`src/rtl/command_control_hub_gen.sv`:
```
`default_nettype none
// ============================================================================
// Module   : command_control_hub_gen
// Purpose  : Port-mapped I/O hub for the PicoBlaze command-and-control
//            processor. Serves the LogCap register bank, UART FIFOs, LEDs,
//            switches and buttons. Adds a programmable millisecond timer,
//            latched button edges and a masked, cause-tracked interrupt with
//            an interrupt/interrupt_ack handshake.
// Ports    : clk, reset (async, active-low)
//            port_id/port_out/port_in, write_strobe/read_strobe  - CPU bus
//            interrupt/interrupt_ack                             - IRQ pair
//            data_out, urx_* , urx_buffer_read                   - UART RX
//            data_in, utx_*, utx_buffer_write                    - UART TX
//            regIn/regOut, command/command_strobe, status        - LogCap
//            led, switch, button                                 - board I/O
// Revision : 1.0 - initial release
// ============================================================================
module command_control_hub_gen #(
  parameter int NUM_REGS          = 8,
  parameter int CLK_HZ            = 100_000_000,
  parameter int DEFAULT_PERIOD_MS = 1000,
  parameter int NUM_BUTTONS       = 8
) (
  input  logic                     clk,
  input  logic                     reset,
  output logic [15:0]              led,
  input  logic [NUM_BUTTONS-1:0]   button,
  input  logic [15:0]              switch,
  output logic                     interrupt,
  input  logic                     interrupt_ack,
  input  logic [7:0]               port_id,
  input  logic [7:0]               port_out,
  output logic [7:0]               port_in,
  input  logic                     write_strobe,
  input  logic                     read_strobe,
  input  logic [7:0]               data_out,
  input  logic                     urx_buffer_full,
  input  logic                     urx_buffer_half_full,
  input  logic                     urx_buffer_data_present,
  output logic                     urx_buffer_read,
  output logic [7:0]               data_in,
  input  logic                     utx_buffer_full,
  input  logic                     utx_buffer_half_full,
  input  logic                     utx_buffer_data_present,
  output logic                     utx_buffer_write,
  input  logic [8*NUM_REGS-1:0]    regIn,
  output logic [8*NUM_REGS-1:0]    regOut,
  output logic [7:0]               command,
  output logic                     command_strobe,
  input  logic [7:0]               status
);

  // Prescaler terminal count for a 1 ms tick.
  localparam int c_PRESC     = CLK_HZ / 1000;
  localparam int c_PRESC_MAX = (c_PRESC > 1) ? c_PRESC - 1 : 0;
  localparam int c_PRESC_W   = (c_PRESC_MAX > 0) ? $clog2(c_PRESC_MAX + 1) : 1;

  localparam logic [7:0] c_A_STATUS = 8'h10;  // read status / write command
  localparam logic [7:0] c_A_UART   = 8'h11;
  localparam logic [7:0] c_A_12     = 8'h12;  // read uart flags / write led lo
  localparam logic [7:0] c_A_13     = 8'h13;  // read switch lo / write led hi
  localparam logic [7:0] c_A_14     = 8'h14;  // read switch hi / write period lo
  localparam logic [7:0] c_A_15     = 8'h15;  // read buttons / write period hi
  localparam logic [7:0] c_A_16     = 8'h16;  // read edge latch / write mask
  localparam logic [7:0] c_A_17     = 8'h17;  // read cause / write cause W1C
  localparam logic [7:0] c_A_18     = 8'h18;  // read mask

  // --------------------------------------------------------------------------
  // Register bank
  // --------------------------------------------------------------------------
  logic       w_wr_reg;
  logic [7:0] w_reg_in [16];

  assign w_wr_reg = write_strobe && (port_id[7:4] == 4'h0) &&
                    ({1'b0, port_id[3:0]} < 5'(NUM_REGS));

  for (genvar k = 0; k < NUM_REGS; k++) begin : g_regout
    logic [7:0] r_reg;
    always_ff @(posedge clk or negedge reset) begin
      if (!reset)                                   r_reg <= '0;
      else if (w_wr_reg && port_id[3:0] == 4'(k))   r_reg <= port_out;
    end
    assign regOut[8*k +: 8] = r_reg;
  end

  // Unpopulated slots read back as zero.
  for (genvar k = 0; k < 16; k++) begin : g_regin
    if (k < NUM_REGS) begin : g_used
      assign w_reg_in[k] = regIn[8*k +: 8];
    end else begin : g_unused
      assign w_reg_in[k] = 8'h00;
    end
  end

  // --------------------------------------------------------------------------
  // Buttons: two-flop synchronizer, a third flop for edge detection
  // --------------------------------------------------------------------------
  logic [NUM_BUTTONS-1:0] r_btn_meta, r_btn_sync, r_btn_prev, r_btn_latch;
  logic [NUM_BUTTONS-1:0] w_btn_rise;
  logic                   w_latch_clr;

  assign w_btn_rise  = r_btn_sync & ~r_btn_prev;
  assign w_latch_clr = read_strobe && (port_id == c_A_16);

  always_ff @(posedge clk or negedge reset) begin
    if (!reset) begin
      r_btn_meta  <= '0;
      r_btn_sync  <= '0;
      r_btn_prev  <= '0;
      r_btn_latch <= '0;
    end else begin
      r_btn_meta  <= button;
      r_btn_sync  <= r_btn_meta;
      r_btn_prev  <= r_btn_sync;
      // An edge arriving with the clear is OR-ed in after clearing.
      r_btn_latch <= (w_latch_clr ? '0 : r_btn_latch) | w_btn_rise;
    end
  end

  // --------------------------------------------------------------------------
  // Timer
  // --------------------------------------------------------------------------
  logic [15:0]          r_period, r_ms;
  logic [c_PRESC_W-1:0] r_presc;
  logic                 w_period_wr, w_tick, w_fire;

  assign w_period_wr = write_strobe && (port_id == c_A_14 || port_id == c_A_15);
  assign w_tick      = (r_presc == c_PRESC_W'(c_PRESC_MAX));
  assign w_fire      = (r_period != 16'd0) && w_tick && (r_ms == r_period - 16'd1);

  always_ff @(posedge clk or negedge reset) begin
    if (!reset) begin
      r_period <= 16'(DEFAULT_PERIOD_MS);
      r_presc  <= '0;
      r_ms     <= '0;
    end else begin
      if (write_strobe && port_id == c_A_14) r_period[7:0]  <= port_out;
      if (write_strobe && port_id == c_A_15) r_period[15:8] <= port_out;
      if (w_period_wr || r_period == 16'd0) begin
        r_presc <= '0;
        r_ms    <= '0;
      end else if (w_tick) begin
        r_presc <= '0;
        r_ms    <= (r_ms == r_period - 16'd1) ? 16'd0 : r_ms + 16'd1;
      end else begin
        r_presc <= r_presc + c_PRESC_W'(1);
      end
    end
  end

  // --------------------------------------------------------------------------
  // Interrupt causes, mask and handshake
  // --------------------------------------------------------------------------
  logic [3:0] r_cause, r_mask, w_cause_set, w_cause_clr, w_mask_new;
  logic       r_urx_prev, r_stat0_prev, r_irq, w_mask_wr, w_irq_event;

  assign w_cause_set = {status[0] & ~r_stat0_prev,
                        urx_buffer_data_present & ~r_urx_prev,
                        |w_btn_rise,
                        w_fire};
  assign w_cause_clr = (write_strobe && port_id == c_A_17) ? port_out[3:0] : 4'h0;
  assign w_mask_wr   = write_strobe && (port_id == c_A_16);
  // Bits newly enabled by a mask write whose cause is already pending.
  assign w_mask_new  = w_mask_wr ? (port_out[3:0] & ~r_mask & r_cause) : 4'h0;
  assign w_irq_event = (|(w_cause_set & r_mask)) || (|w_mask_new);

  always_ff @(posedge clk or negedge reset) begin
    if (!reset) begin
      r_cause      <= '0;
      r_mask       <= '0;
      r_urx_prev   <= 1'b0;
      r_stat0_prev <= 1'b0;
      r_irq        <= 1'b0;
    end else begin
      r_cause      <= (r_cause & ~w_cause_clr) | w_cause_set;  // set wins
      r_urx_prev   <= urx_buffer_data_present;
      r_stat0_prev <= status[0];
      if (w_mask_wr)          r_mask <= port_out[3:0];
      // A qualifying event outranks the ack so it is never lost.
      if (w_irq_event)        r_irq  <= 1'b1;
      else if (interrupt_ack) r_irq  <= 1'b0;
    end
  end

  // --------------------------------------------------------------------------
  // Read mux, output registers, UART strobes
  // --------------------------------------------------------------------------
  logic [7:0]  w_rd_data, r_port_in, r_command;
  logic [15:0] r_led;
  logic        r_cmd_strobe, r_urx_read;

  always_comb begin
    w_rd_data = 8'h00;
    if (port_id[7:4] == 4'h0) begin
      w_rd_data = w_reg_in[port_id[3:0]];
    end else begin
      case (port_id)
        c_A_STATUS: w_rd_data = status;
        c_A_UART:   w_rd_data = data_out;
        c_A_12:     w_rd_data = {2'b00, urx_buffer_full, urx_buffer_half_full,
                                 urx_buffer_data_present, utx_buffer_full,
                                 utx_buffer_half_full, utx_buffer_data_present};
        c_A_13:     w_rd_data = switch[7:0];
        c_A_14:     w_rd_data = switch[15:8];
        c_A_15:     w_rd_data = 8'(r_btn_sync);
        c_A_16:     w_rd_data = 8'(r_btn_latch);
        c_A_17:     w_rd_data = {4'h0, r_cause};
        c_A_18:     w_rd_data = {4'h0, r_mask};
        default:    w_rd_data = 8'h00;
      endcase
    end
  end

  always_ff @(posedge clk or negedge reset) begin
    if (!reset) begin
      r_port_in    <= '0;
      r_command    <= '0;
      r_led        <= '0;
      r_cmd_strobe <= 1'b0;
      r_urx_read   <= 1'b0;
    end else begin
      r_port_in    <= w_rd_data;
      r_cmd_strobe <= write_strobe && (port_id == c_A_STATUS);
      r_urx_read   <= read_strobe && (port_id == c_A_UART);
      if (write_strobe && port_id == c_A_STATUS) r_command   <= port_out;
      if (write_strobe && port_id == c_A_12)     r_led[7:0]  <= port_out;
      if (write_strobe && port_id == c_A_13)     r_led[15:8] <= port_out;
    end
  end

  assign port_in          = r_port_in;
  assign command          = r_command;
  assign command_strobe   = r_cmd_strobe;
  assign led              = r_led;
  assign urx_buffer_read  = r_urx_read;
  assign interrupt        = r_irq;
  assign utx_buffer_write = write_strobe && (port_id == c_A_UART);
  assign data_in          = port_out;

endmodule
`default_nettype wire

```
`config.mk`:
```
export PLATFORM = sky130hd
export DESIGN_NAME = command_control_hub_gen
export DESIGN_NICKNAME = d
export VERILOG_FILES = /design/src/rtl/command_control_hub_gen.sv
export SDC_FILE = /design/constraint.sdc
export NUM_CORES = 1
export LEC_CHECK = 0
export BUFFER_PORTS_ARGS = -buffer_cell sky130_fd_sc_hd__buf_2
export CAP_MARGIN = 20
export CORE_ASPECT_RATIO = 1.2
export CORE_MARGIN = 4
export CORE_UTILIZATION = 50
export CTS_BUF_LIST = sky130_fd_sc_hd__clkbuf_2 sky130_fd_sc_hd__clkbuf_4 sky130_fd_sc_hd__clkbuf_8
export DETAILED_ROUTE_END_ITERATION = 16
export PLACE_DENSITY = 0.86
export SETUP_SLACK_MARGIN = 0.02
export SYNTH_ARGS = -nofsm -noshare
export SYNTH_HDL_FRONTEND = slang
export SYNTH_SLANG_ARGS = --single-unit
```
`constraint.sdc`:
```
create_clock -name clk -period 3.35 [get_ports clk]
set_input_delay 0.335 -clock clk [delete_from_list [all_inputs] [get_ports clk]]
set_output_delay 0.335 -clock clk [all_outputs]
set_load 0.02 [all_outputs]
```
Word-level counts from Yosys, hierarchy flattened

Index checks and enable logic that the tools add are counted.

Flip-flop bits (word level): 190
Bits in latches: 0
Bits in writable memories: 0
Bits in read-only memories: 0
Input port bits: 131
Logic and storage cells: 115
Memories: 0

Add/sub/neg operators: 3
$mul: 0
Div/mod/pow operators: 0
Order comparisons: 2
Equality and inequality tests: 18
Shift-type cells: 0
Muxes and demuxes: 15
Bitwise operators: 15
Reductions and logical operators: 35

Operator list:

| kind                                                 | count |
|---|---|
| equality test 8 x 5 -> 1 bit (second input constant) | 9 |
| one-hot mux 8 bit (9 select lines)                   | 1 |
| two-way mux 16 bit                                   | 3 |
| two-way mux 17 bit                                   | 2 |
| binary-select mux 8 bit (select 4 bit)               | 1 |
| two-way mux 8 bit                                    | 4 |
| logical AND 1 bit                                    | 23 |
| adder 17 x 1 -> 17 bit (second input constant)       | 1 |
| equality test 17 bit (second input constant)         | 1 |
| adder 16 x 1 -> 16 bit (second input constant)       | 1 |
| AND 4 bit                                            | 4 |
| equality test 16 bit                                 | 1 |
| equality test 4 x 3 -> 1 bit (second input constant) | 4 |
| zero test 16 bit                                     | 1 |
| nonzero test 16 bit                                  | 1 |
| subtractor 16 x 1 -> 16 bit (second input constant)  | 1 |
| AND 8 bit                                            | 1 |
| equality test 4 x 2 -> 1 bit (second input constant) | 2 |
| zero test 4 bit                                      | 2 |
| two-way mux 4 bit                                    | 2 |
| inverter 4 bit                                       | 2 |
| inverter 8 bit                                       | 1 |
| bitwise OR 8 bit                                     | 1 |
| OR reduction 4 bit                                   | 2 |
| 11 further kinds                                     | 17 |

Logic depth before layout (Yosys ltp)

Gate-level depths: netlist of run 1.

Word-level depth: 7
Mapped depth: 11
Mapped depth without buffers: 9

Worst setup path after synthesis of run 1

Ideal clock, no wire load.

Path type: register to register
Start point: reg r_period[0]
End point: reg r_ms[10]
Arrival: 2,490 ps
Path slack: 732 ps
Cell stages (with the launch flop): 11
Buffers on the path: 1
Path through: dfrtp_1 inv_1 ha_1 or3b_1 a2111o_1 a21oi_1 nand3_1 or4_1 buf_6 o21ai_4 nor2_1

Word-level cells in the longest chain between the ends: 5
Elaborated cells on any way between the ends: 8

RTL lines:

| element                     | line | source |
|---|---|---|
| start, declared             | 123  | `logic [15:0] r_period, r_ms;` |
| start signal, assigned      | 133  | `r_period <= 16'(DEFAULT_PERIOD_MS);` |
| start signal, assigned      | 137  | `if (write_strobe && port_id == c_A_14) r_period[7:0] <= port_out;` |
| subtractor 16 x 1 -> 16 bit | 144  | `r_ms <= (r_ms == r_period - 16'd1) ? 16'd0 : r_ms + 16'd1;` |
| equality test 16 bit        | 144  |  |
| two-way mux 16 bit          | 144  |  |
| two-way mux 16 bit          | 142  | `end else if (w_tick) begin` |
| two-way mux 16 bit          | 139  | `if (w_period_wr \|\| r_period == 16'd0) begin` |
| end signal, assigned        | 144  |  |
| end, declared               | 123  |  |

Parallel ways exist; a longest one is shown, timed or not. The select of a mux whose other input is x is not followed.
A chain may end at the register's enable or synchronous reset.

Worst setup path after layout of run 1

Start point: reg r_period[0]
End point: reg r_ms[11]

The elaborated chain is that of the path after synthesis.

==> results.py, run 1 <==
metrics = {
    "min_path": {
        "holdPathStages": 1,
        "worstHoldPathType": "input pin to flop",
        "hold_end": "r_urx_prev$_DFF_PN0_",
        "hold_path.startpoint": "urx_buffer_data_present",
    },
    "placement": {
        "io_buffer_count": 238,
        "preCtsSetupSlack_ns": 0.3935,
        "detailedPlacementHpwl_mm": 17.28,
        "place.gp.congestion": 0.9586,
    },
    "layout": {
        "multiInputGateArea_mm2": 0.003869,
        "layout_cells_sized_above_1_pct": 46.07,
        "area_delta_synth_final_pct": 21.07,
        "n_antenna_cell": 0,
        "largest_register_ff_count": 64,
        "sequential_cell_area_mm2": 0.004762,
        "final.fill_count": 1424,
        "final_net_count": 1075,
    },
    "yosys": {
        "synthesis.area_per_instance_um2": 12.66,
        "mappedNetlistArea_mm2": 0.008885,
        "dominantRegCellSynth": "dfrtp_1",
        "synthesis.yosys.warnings": 0,
        "flop_and_latch_count_out_of_synthesis": 190,
        "syn_nets": 837,
        "ys_types": 60,
        "synth_edf_count": 0,
        "synthesis.instances": 702,
        "asyncSetResetFlopFracSynth_pct": 100.0,
        "seq_area_frac_synth_pct": 53.60,
    },
    "clock_network": {
        "tritoncts_num_sinks": 190,
        "cts-root-to-sink-buffers": 2,
        "clk-insertion-delay-late_ns": 0.47,
        "clock_tree_from_tritoncts": "yes",
        "ctsRootBufferMaster": "clkbuf_8",
        "post_cts_resize_count": 0,
        "cts.clk_slew.worst_paths_ns": 0.10,
        "cts_buffers": 17,
        "cts_max_level": 4,
    },
    "sta": {
        "clock-skew-final_ns": 0.01041,
        "achievable-frequency_mhz": 338.0,
        "timing.final.ws_setup_ns": 0.3912,
        "unrepaired_setup_endpoints_after_global_routing": "false",
        "report.final.hold_viol_count": 0,
        "tns_ns": 0,
        "tightestPinTransition_ns": 0.9849,
        "setup-violations-final": 0,
        "layout_min_cycle_time_ns": 2.959,
        "hold_slack_ns": 0.04329,
        "maxSlewViolCount": 0,
        "min_period_over_period_pct": 88.32,
        "slew_headroom_pct": 34.21,
    },
    "die": {
        "floorplan.die.width_um": 129.7,
        "core_area_mm2": 0.01751,
        "design.portCount": 239,
        "initial_standard_cell_utilization_of_the_core_pct": 50.75,
        "chipHeight_um": 154.0,
        "dieArea_mm2": 0.01997,
        "std_cell_rows": 53,
    },
    "routing": {
        "routed_wire_length_per_instance_um": 20.11,
        "initialDrtViolationCount": 595,
        "remaining_drc_errors": 0,
        "viasPerCell": 5.731,
        "ant_nets": 0,
        "drt_wl_total_mm": 23.59,
        "detailedRoute.firstPassIterationCount": 5,
        "num_vias": 6723,
    },
    "setup_path": {
        "cp_data_required_time_ns": 3.71,
        "endpoint_of_the_worst_slack_reg_to_reg_timing_path": "r_ms[11]$_DFFE_PN0P_",
        "setup.worst_path.start_class": "flop",
        "critical_path.cell_chain": "inv_1 > ha_1 > or3b_1 > a2111o_1 > a21oi_1 > nand3_1 > or4_1 > o21ai_4 > nor2_1",
        "worstPathMaxFanout": 10,
        "timing_worst_setup_path_type": "flop to flop",
        "reg2regPathDepth": 9,
        "critical-path-slowest-cell": "or4_1",
        "crit_family": "simple AND/OR/NAND/NOR gates",
        "critical_path_arrival_ns": 3.32,
        "regToRegSetupSlack_ns": 0.39,
        "path_buf_inv": 1,
        "critPathMaxStageDelay_ns": 0.70,
        "end_kind": "flop",
        "worst_reg2reg_startpoint": "r_period[0]$_DFFE_PN0P_",
    },
    "grt": {
        "grt_antenna_before_repair": 1,
        "maximum_number_of_pins_on_one_net_before_global_route_repair": 108,
        "grt_pass1_wl_mm": 37.13,
        "grt_pass1_vias": 6746,
        "grt_overflow": 0,
        "grtUsageTotal_pct": 23.90,
    },
    "power_and_ir_drop": {
        "largest_vdd_supply_drop_mv": 0.3597,
        "power.density_cell_area_mw_per_mm2": 443.7,
        "leakage_uw": 0.005401,
    },
    "run": {
        "cap_viol_max_count": 0,
    },
    "status": {
        "run_status": "finished, final reports clean",
    },
}
## kinds of logic after synthesis
group,share of synthesized area [%]
adder cells (fa/ha/maj),0.5633
multiplexers,21.39
XOR/XNOR,4.337
AO/OA/AOI/OAI,5.971
flip-flops,53.60
AND/OR/NAND/NOR,11.22
buffers and inverters,2.915
## repair_timing
| action | 4_1_cts | 5_1_grt |
|---|---|---|
| hold buffers | 10 | 0 |
| buffers inserted | 0 | 0 |
| endpoints found under the hold margin | 55 | 0 |
## area by class of cell
cell class	count	area share [%]
Sequential cell	190	44.27
Multi-Input combinational cell	457	35.97
Timing Repair Buffer	260	13.02
Tap cell	220	2.559
Clock buffer	17	2.175
Clock inverter	15	1.524
Inverter	14	0.4885
## worst max-delay path by stage
stage                                  from  slack [ns]                    to  depth (start not counted)
floorplan           r_period[0]$_DFFE_PN0P_        0.73  r_ms[10]$_DFFE_PN0P_                         10
global placement    r_period[0]$_DFFE_PN0P_        0.49   r_ms[3]$_DFFE_PN0P_                          9
detailed placement  r_period[0]$_DFFE_PN0P_        0.39  r_ms[11]$_DFFE_PN0P_                          9
CTS                 r_period[0]$_DFFE_PN0P_        0.36  r_ms[11]$_DFFE_PN0P_                          9
global route        r_period[1]$_DFFE_PN0P_        0.09  r_ms[11]$_DFFE_PN0P_                          9
finish              r_period[0]$_DFFE_PN0P_        0.39  r_ms[11]$_DFFE_PN0P_                          9
## through the flow
step	total power, uW	instance area (um2)	instances	utilization, %
3_3_place_gp	3303	10260	1131	58.60
6_report	4773	10760	1173	61.44
5_1_grt	5017	10760	1173	61.44
3_5_place_dp	3326	10260	1131	58.60
4_1_cts	4810	10760	1173	61.44
2_1_floorplan	3013	8885	702	-
## cells in the final DEF (no fill, tap or decap), types with 20 or more instances in the layout
| cell type | Yosys | final |
|---|---|---|
| xnor2_1 | 24 | 24 |
| buf_2 | 6 | 237 |
| mux4_2 | 24 | 24 |
| nand2_1 | 41 | 41 |
| nor2_1 | 34 | 34 |
| dfrtp_1 | 184 | 184 |
| mux2_2 | 111 | 111 |
| xor2_1 | 20 | 20 |
| nand3_1 | 32 | 32 |
## worst reg2reg max path, delay by kind of cell (launching register included)
family,cells,cell delay (ns)
flip-flops,1,0.45
buffers and inverters,1,0.10
AND/OR/NAND/NOR,4,1.26
adder cells (fa/ha/maj),1,0.24
AO/OA/AOI/OAI,3,0.79
## synthesized netlist by cell type (all sizes together), types with 3 or more instances
cell	instances	area [um2]
a21o	14	106.4
a21oi	6	30.03
a22o	4	35.03
a31oi	6	37.54
a32oi	4	35.03
and2	4	26.28
and3	11	68.82
buf	21	131.4
clkbuf	20	75.07
dfrtp	184	4604
dfstp	6	157.7
ha	4	50.05
inv	14	52.55
mux2	111	1250
mux2i	11	110.1
mux4	24	540.5
nand2	41	153.9
nand3	32	160.2
nand4	13	81.33
nor2	34	127.6
nor2b	14	87.58
nor3	11	60.06
nor3b	6	60.06
nor4	7	56.30
o211ai	3	22.52
o21ai	19	106.4
o22ai	6	37.54
or4	3	26.27
xnor2	24	210.2
xor2	20	175.2
## routing by layer
layer,track usage (%),wire length [um]
met5,0,7
met4,8.663,699
met3,5.386,1563
met2,37.60,11840
met1,32.67,9484
## power breakdown
part,switching [uW],leakage [uW],internal [uW],total [uW]
Clock,916,0.000200,563,1480
Sequential,91.9,0.00249,2400,2500
Combinational,460,0.00271,338,798
Power figures use the tool's default switching activity.
==> inputs of run 2 (changes only) <==
- clock period: 3.35 -> 3 ns (I/O delays scaled with it)
==> run 2 against run 1 <==
Clock skew rose by 0.0048 ns; final cell count rose by 0.60%; total power rose by 14%; largest cell class unchanged; largest power group unchanged.
==> results.py, run 2 (synthesis gave the netlist of run 1 again) <==
metrics = {
    "setup_path": {
        "setup.worst_path.start_class": "flop",
        "worstPathMaxFanout": 8,
        "end_kind": "flop",
        "cp_data_required_time_ns": 3.40,
        "regToRegSetupSlack_ns": 0.18,
        "timing_worst_setup_path_type": "flop to flop",
        "critical_path_arrival_ns": 3.22,
    },
    "routing": {
        "num_vias": 6788,
        "initialDrtViolationCount": 708,
        "remaining_drc_errors": 0,
        "detailedRoute.firstPassIterationCount": 5,
        "drt_wl_total_mm": 23.94,
        "routed_wire_length_per_instance_um": 20.29,
        "ant_nets": 0,
        "viasPerCell": 5.753,
    },
    "sta": {
        "unrepaired_setup_endpoints_after_global_routing": "false",
        "timing.final.ws_setup_ns": 0.1843,
        "clock-skew-final_ns": 0.01526,
        "tns_ns": 0,
        "setup-violations-final": 0,
        "achievable-frequency_mhz": 355.2,
        "maxSlewViolCount": 0,
        "min_period_over_period_pct": 93.86,
        "layout_min_cycle_time_ns": 2.816,
        "tightestPinTransition_ns": 0.6751,
        "slew_headroom_pct": 55.00,
        "report.final.hold_viol_count": 0,
    },
    "clock_network": {
        "tritoncts_num_sinks": 190,
        "cts.clk_slew.worst_paths_ns": 0.10,
        "clock_tree_from_tritoncts": "yes",
        "clk-insertion-delay-late_ns": 0.47,
        "cts_buffers": 17,
        "cts_max_level": 4,
        "cts.repair_timing.setup_buffer_count": 0,
        "cts-root-to-sink-buffers": 2,
        "ctsRootBufferMaster": "clkbuf_8",
    },
    "die": {
        "design.portCount": 239,
        "std_cell_rows": 53,
        "dieArea_mm2": 0.01997,
        "chipHeight_um": 154.0,
        "core_area_mm2": 0.01751,
        "floorplan.die.width_um": 129.7,
        "initial_standard_cell_utilization_of_the_core_pct": 50.75,
    },
    "placement": {
        "detailedPlacementHpwl_mm": 17.58,
        "preCtsSetupSlack_ns": 0.08275,
        "place.gp.congestion": 0.9061,
        "io_buffer_count": 238,
    },
    "layout": {
        "layout_cells_sized_above_1_pct": 46.72,
        "final_net_count": 1081,
        "multiInputGateArea_mm2": 0.003908,
        "layout.cells.most_common": "buf_2",
        "sequential_cell_area_mm2": 0.004762,
        "layout.cells.most_common_list": "buf_2, dfrtp_1, mux2_2",
        "final.fill_count": 1409,
        "layout.core_utilization_pct": 62.03,
        "largest_register_ff_count": 64,
        "area_delta_synth_final_pct": 22.22,
    },
    "grt": {
        "grt_pass1_vias": 6979,
        "grt_antenna_before_repair": 1,
        "grt_pass1_wl_mm": 37.96,
        "grtUsageTotal_pct": 24.46,
        "grt_overflow": 0,
        "maximum_number_of_pins_on_one_net_before_global_route_repair": 62,
    },
    "power_and_ir_drop": {
        "power.density_cell_area_mw_per_mm2": 502.5,
        "total_power_uw": 5457,
        "largest_vdd_supply_drop_mv": 0.3842,
        "leakage_uw": 0.005455,
    },
    "min_path": {
        "worstHoldPathType": "input pin to flop",
    },
    "status": {
        "run_status": "finished, final reports clean",
    },
    "run": {
        "cap_viol_max_count": 0,
    },
}
-- run 2: cell count changes in the layout (fill, tap and decap cells not counted), sizes merged --
| cell | previous run | this run |
|---|---|---|
| dlygate4sd3 | 10 | 11 |
| o21ai | 19 | 20 |
| inv | 23 | 24 |
| bufinv | 0 | 1 |
| buf | 250 | 254 |
| clkinv | 6 | 4 |
| diode | 0 | 1 |
-- run 2: report_power, final --
| part | switching, uW | internal (uW) | total [uW] |
|---|---|---|---|
| clock | 1040 | 717 | 1750 |
| sequential | 103 | 2680 | 2790 |
| combinational | 525 | 390 | 916 |
-- run 2: worst max-delay path, stage by stage (launching register included) --
cell      delay, ns
dfrtp_1        0.43
inv_1          0.11
ha_2           0.23
or3b_1         0.40
a2111o_1       0.30
a21oi_1        0.15
nand3_1        0.09
or4_4          0.64
nor3b_4        0.27
a21o_1         0.15
-- run 2: per-stage QoR --
| step | hold slack, ns | area, um2 | std cells |
|---|---|---|---|
| 2_1_floorplan | 0.004409 | 8885 | 702 |
| 3_3_place_gp | 0.3104 | 10290 | 1135 |
| 3_5_place_dp | 0.3158 | 10290 | 1135 |
| 4_1_cts | 0.04796 | 10820 | 1178 |
| 5_1_grt | 0.06762 | 10860 | 1180 |
| 6_report | 0.06506 | 10860 | 1180 |
-- run 2: timing repair --
item | CTS | global route
resized for setup | 0 | 6
hold buffers | 11 | 0
hold endpoints to repair | 64 | 0
endpoints found under the setup margin | 0 | 18
-- run 2: worst paths after layout --
check / cells after the start / endpoint / startpoint
worst max register to register: 9 / interrupt$_DFFE_PN0P_ / r_period[1]$_DFFE_PN0P_
min in group asynchronous: 2 / command_strobe$_DFF_PN0_ / reset
worst min-delay path: 3 / port_in[7]$_DFF_PN0_ / switch[7]
max in group asynchronous: 3 / r_period[3]$_DFFE_PN1P_ / reset
worst min register to register: 0 / r_btn_sync[1]$_DFF_PN0_ / r_btn_meta[1]$_DFF_PN0_
worst max-delay path: 9 / interrupt$_DFFE_PN0P_ / r_period[1]$_DFFE_PN0P_
-- run 2: area by class of cell --
class	instances	area share, %
Sequential cell	190	43.85
Multi-Input combinational cell	458	35.98
Timing Repair Buffer	265	13.26
Tap cell	220	2.535
Clock buffer	17	2.155
Clock inverter	15	1.705
Inverter	14	0.4839
Antenna cell	1	0.02304
-- run 2: layer usage --
metal | vias up | part of all wire, % | GRT usage [%] | routed length [um]
met5 | - | 0 | 0 | 0
met4 | 0 | 2.5 | 8.119 | 605
met3 | 41 | 6.1 | 5.142 | 1465
met2 | 262 | 52 | 40.50 | 12420
met1 | 3455 | 39 | 32.14 | 9453
li1 | 3030 | - | - | -
